==> src/rtl/fft_input_pingpong.sv <==
// Ping-pong serial-to-parallel frame buffer feeding the FFT butterfly array.
// Optional macro BITREV_EN stores each frame in bit-reversed order for a DIT datapath.
module fft_input_pingpong #(
   parameter int N       = 16,
   parameter int Q       = 8,
   parameter int NPT     = 32,
   parameter int LOG2NPT = 5
) (
   input  logic             clk2,
   input  logic             rst,
   input  logic             in_valid,
   input  logic [N-1:0]     in_data,
   input  logic             in_sof,
   output logic             in_ready,
   output logic             out_valid,
   input  logic             out_ack,
   output logic [NPT*N-1:0] out_data,
   output logic             ovf
);

   if (LOG2NPT != $clog2(NPT)) begin : g_chk_log2
      $error("fft_input_pingpong: LOG2NPT (%0d) does not match NPT (%0d)", LOG2NPT, NPT);
   end
   if (NPT < 4 || NPT > 1024 || (NPT & (NPT - 1)) != 0) begin : g_chk_npt
      $error("fft_input_pingpong: NPT (%0d) must be a power of two in 4..1024", NPT);
   end
   if (Q < 0 || Q >= N) begin : g_chk_q
      $error("fft_input_pingpong: Q (%0d) must lie in 0..N-1", Q);
   end

   logic [N-1:0]       r_bank [2][NPT];
   logic [LOG2NPT-1:0] r_wr_cnt;
   logic               r_wr_sel;
   logic               r_rd_sel;
   logic [1:0]         r_full;
   logic               r_ovf;

   logic               w_accept;
   logic               w_ack;
   logic               w_last;
   logic [LOG2NPT-1:0] w_addr;
   logic [1:0]         w_full_nxt;

`ifdef BITREV_EN
   function automatic logic [LOG2NPT-1:0] bitrev(input logic [LOG2NPT-1:0] v);
      logic [LOG2NPT-1:0] r;
      for (int i = 0; i < LOG2NPT; i++) r[i] = v[LOG2NPT-1-i];
      return r;
   endfunction

   assign w_addr = in_sof ? '0 : bitrev(r_wr_cnt);
`else
   assign w_addr = in_sof ? '0 : r_wr_cnt;
`endif

   // The write bank is only ever blocked when both banks hold unread frames.
   assign in_ready  = ~r_full[r_wr_sel];
   assign out_valid = r_full[r_rd_sel];
   assign ovf       = r_ovf;
   assign w_accept  = in_valid & in_ready;
   assign w_ack     = out_valid & out_ack;
   assign w_last    = w_accept & ~in_sof & (r_wr_cnt == LOG2NPT'(NPT - 1));

   for (genvar k = 0; k < NPT; k++) begin : g_out
      assign out_data[k*N +: N] = r_bank[r_rd_sel][k];
   end

   // A completing write and an ack always target different banks, so both apply.
   always_comb begin
      // NOTE: default first so every path assigns w_full_nxt and no latch is inferred.
      w_full_nxt = r_full;
      if (w_ack)  w_full_nxt[r_rd_sel] = 1'b0;
      if (w_last) w_full_nxt[r_wr_sel] = 1'b1;
   end

   always_ff @(posedge clk2 or posedge rst) begin
      if (rst) begin
         // NOTE: banks are reset because out_data must read zero straight out of reset.
         for (int b = 0; b < 2; b++) begin
            for (int k = 0; k < NPT; k++) r_bank[b][k] <= '0;
         end
         r_wr_cnt <= '0;
         r_wr_sel <= 1'b0;
         r_rd_sel <= 1'b0;
         r_full   <= 2'b00;
         r_ovf    <= 1'b0;
      end else begin
         // NOTE: non-blocking so every register samples pre-edge values of the others.
         if (w_accept) begin
            r_bank[r_wr_sel][w_addr] <= in_data;
            if (in_sof) r_wr_cnt <= LOG2NPT'(1);
            else        r_wr_cnt <= r_wr_cnt + 1'b1;
         end
         if (w_last) r_wr_sel <= ~r_wr_sel;
         if (w_ack)  r_rd_sel <= ~r_rd_sel;
         r_full <= w_full_nxt;
         if (in_valid & ~in_ready) r_ovf <= 1'b1;
      end
   end

endmodule

==> config.mk <==
export PLATFORM = sky130hd
export DESIGN_NAME = fft_input_pingpong
export DESIGN_NICKNAME = d
export VERILOG_FILES = /design/src/rtl/fft_input_pingpong.sv
export SDC_FILE = /design/constraint.sdc
export NUM_CORES = 2
export LEC_CHECK = 0
export BUFFER_PORTS_ARGS = -buffer_cell sky130_fd_sc_hd__buf_2
export CAP_MARGIN = 20
export CORE_MARGIN = 2
export CORE_UTILIZATION = 40
export CTS_CLUSTER_SIZE = 10
export DETAILED_ROUTE_END_ITERATION = 16
export PLACE_DENSITY = 0.66
export SLEW_MARGIN = 25
export SYNTH_ARGS = -nofsm -noshare
export SYNTH_HDL_FRONTEND = slang
export SYNTH_SLANG_ARGS = --single-unit
==> constraint.sdc <==
create_clock -name clk2 -period 76.2 [get_ports clk2]
set_input_delay 11.43 -clock clk2 [delete_from_list [all_inputs] [get_ports clk2]]
set_output_delay 11.43 -clock clk2 [all_outputs]
set_load 0.005 [all_outputs]
==> results_dict.tcl <==
set metrics [dict create \
    crit_family "buffers and inverters" \
    setup_viol 0 \
    synthTopCellsByArea "dfrtp_1 (56%), mux2_2 (32%), mux2_4 (3.9%), mux2_1 (2.0%), nand3_4 (1.7%)" \
    p_leak_nw 28.2 \
    cts_root_buf "clkbuf_16" \
    synth_top_cell_by_area "dfrtp_1" \
    io_buffer_count 535 \
    crit_top_cell "buf_4" \
    drv_cap 0 \
    yosys_warnings 0 \
    grt_max_degree 164 \
    r2r_cells 4 \
    fin_nets 3400 \
    clk_pin_slew_ns 0.06 \
    yosysMostFrequentCell "mux2_2" \
    dieArea_um2 119000 \
    power.total_mw 1.33 \
    cts_htree_levels 3 \
    drt_iter0_drc 1153 \
    r2r-start "r_wr_cnt[3]" \
    fp.dieH_um 345 \
    worstMarginPinSlew_ns 1.18 \
    cts_buffers 118 \
    critical_path_class "flip-flop to output pin" \
    cts_tree "done" \
    crit_end "out_data[49]" \
    die_x_um 345 \
    avgSynthCellArea_um2 15.7 \
    status "completed" \
    vias_per_cell 5.27 \
    grt_pass1_vias 27479 \
    coreArea_um2 116000 \
    synth.cell_area_um2 46500 \
    ff_latch_area_um2 25900 \
    r2r-end "r_bank[330]" \
    synth_top_family_by_area "multiplexers" \
    via_count 25994 \
    min_period_ns 15.28 \
    drc 0 \
    yosysTopAreaCellShare_pct 55.6 \
    routabilityCongestion 0.737 \
    startpoint "r_rd_sel" \
    io_pins 536 \
    drive_gt1_share_pct 65.7 \
    r2r_setup_slack_ns 73.03 \
    synth.net_count 2980 \
    ant_nets 0 \
    wirelength_mm 125 \
    clock.fmax_mhz 65.5 \
    cts_hold_buf 0 \
    areaGrowthSynthToFinish_pct 14.7 \
    hold_depth 1 \
    yosys.area_share.xor_xnor_pct 0.0188 \
    hold_class "flip-flop to flip-flop" \
    synth_simple_gate_area_share_pct 2.42 \
    grt_use_total_pct 20.9 \
    first_pass_iters 4 \
    postCtsResizedCells 0 \
    path_cells "buf_4 -> buf_4 -> mux2_2 -> buf_2" \
    p_per_area_nw_per_um2 24.9 \
    path_depth 4 \
    yosysSeqAreaShare_pct 55.6 \
    critPathBufInv 3 \
    clk_latency_ns 0.69 \
    antenna_found_initial 4 \
    cts.path.max_buffers 3 \
    rsz0062_at_grt "no" \
    multi_input_area_um2 19200 \
    grt-ovfl-total 0 \
    tns_ns 0 \
    finalClockSkew_ns 0.0187 \
    slew-limit-headroom_pct 21.3 \
    synth_fa_ha_area_share_pct 0.0538 \
    synthArstFlopShare_pct 100 \
    slowest_stage "dfrtp_4" \
    cp-start-kind "flip-flop" \
    dp_hpwl_mm 75.3 \
    ys_types 43 \
    detail_route.wl_per_cell_um 25.2 \
    worstPathMaxFanout 65 \
    ys_seq_elements 1034 \
    worstPathArrival_ns 3.85 \
    slowest_delay_ns 0.88 \
    muxShareOfSynthArea_pct 38.2 \
    synth_cells 2957 \
    ys.flop_type "dfrtp_1" \
    rows 125 \
    crit_path_end_kind "output pin" \
    synthTopCellsByCount "mux2_2 (1334), dfrtp_1 (1034), clkbuf_1 (140)" \
    clkSinkCount 1034 \
    cp.required_ns 64.77 \
    hold_viol_final 0 \
    start_util_pct 40.2 \
    postCtsSetupBuffers 0 \
    post-route-period-util_pct 20.0 \
    synth_enable_flop_cells 0 \
    vdd.ir_drop.worst_v 0.0000192 \
    final_max_slew_viol_count 0 \
    grt_pass1_wl_mm 188 \
    synth-compound-area-share_pct 0.376 \
    n_fill_cell 10326 \
]
per-stage QoR:
step | setup WS (ns) | hold WS [ns] | utilization, % | std cells | cell area (um2)
2_1_floorplan | 35.67 | 0.452 | - | 2957 | 46500
3_3_place_gp | 59.63 | 0.455 | 43.2 | 4780 | 50000
3_5_place_dp | 59.65 | 0.457 | 43.3 | 4781 | 50100
4_1_cts | 60.40 | 0.473 | 46.1 | 4936 | 53400
5_1_grt | 60.41 | 0.496 | 46.1 | 4936 | 53400
6_report | 60.92 | 0.472 | 46.1 | 4937 | 53400
cell families after synthesis:
logic type                 count (synthesis)
buffers and inverters                    276
muxes                                   1540
and+or+nand+nor                           85
adders and majority gates                  2
xor gates and xnor gates                   1
DFF                                     1034
AOI/OAI and AO/OA                         19
registers in the layout (all words and copies together) (netlist names):
name,cells
r_bank,1024
r_full,2
r_wr_sel,1
r_rd_sel,1
r_wr_cnt,5
ovf,1
how the worst min path moves through the flow:
| stage | from | endpoint | slack (ns) |
|---|---|---|---|
| after global placement | ovf | ovf | 0.46 |
| after CTS | ovf | ovf | 0.47 |
| after detailed placement | ovf | ovf | 0.46 |
| final | ovf | ovf | 0.47 |
| after global routing | ovf | ovf | 0.50 |
| after floorplan | r_bank[256] | r_bank[256] | 0.45 |
placed cells by master (no fill, tap or decap), drive strengths merged, types with 3 or more instances in the layout:
master,synthesis,layout
mux2,1539,1539
dfrtp,1034,1034
buf,133,573
clkbuf,140,147
nand3,51,51
and3,8,8
o211ai,6,6
inv,3,6
and4bb,5,5
nor2b,5,5
a21oi,3,3
nor3b,3,3
nor4b,3,3
power breakdown:
group | switching [mW] | internal [mW]
clock network | 0.214 | 0.292
registers | 0.0237 | 0.596
logic | 0.0995 | 0.105
layer usage:
| layer | routed length [um] | vias up | track usage [%] |
|---|---|---|---|
| met3 | 6680 | 169 | 5.16 |
| met2 | 58500 | 530 | 33.3 |
| li1 | - | 11379 | - |
| met4 | 2970 | 0 | 5.36 |
| met5 | 0 | - | 0 |
| met1 | 56500 | 13916 | 28.5 |
cell type report:
type / count / area share (%)
timing repair buffer: 573 / 5.75
clock buffer: 147 / 6.00
clock inverter: 8 / 0.173
tap: 1524 / 3.57
sequential: 1034 / 48.5
antenna: 1 / 0.00469
multi-input combinational: 1647 / 36.0
inverter: 3 / 0.0351
Note: power is estimated with default switching activity, not from simulation.
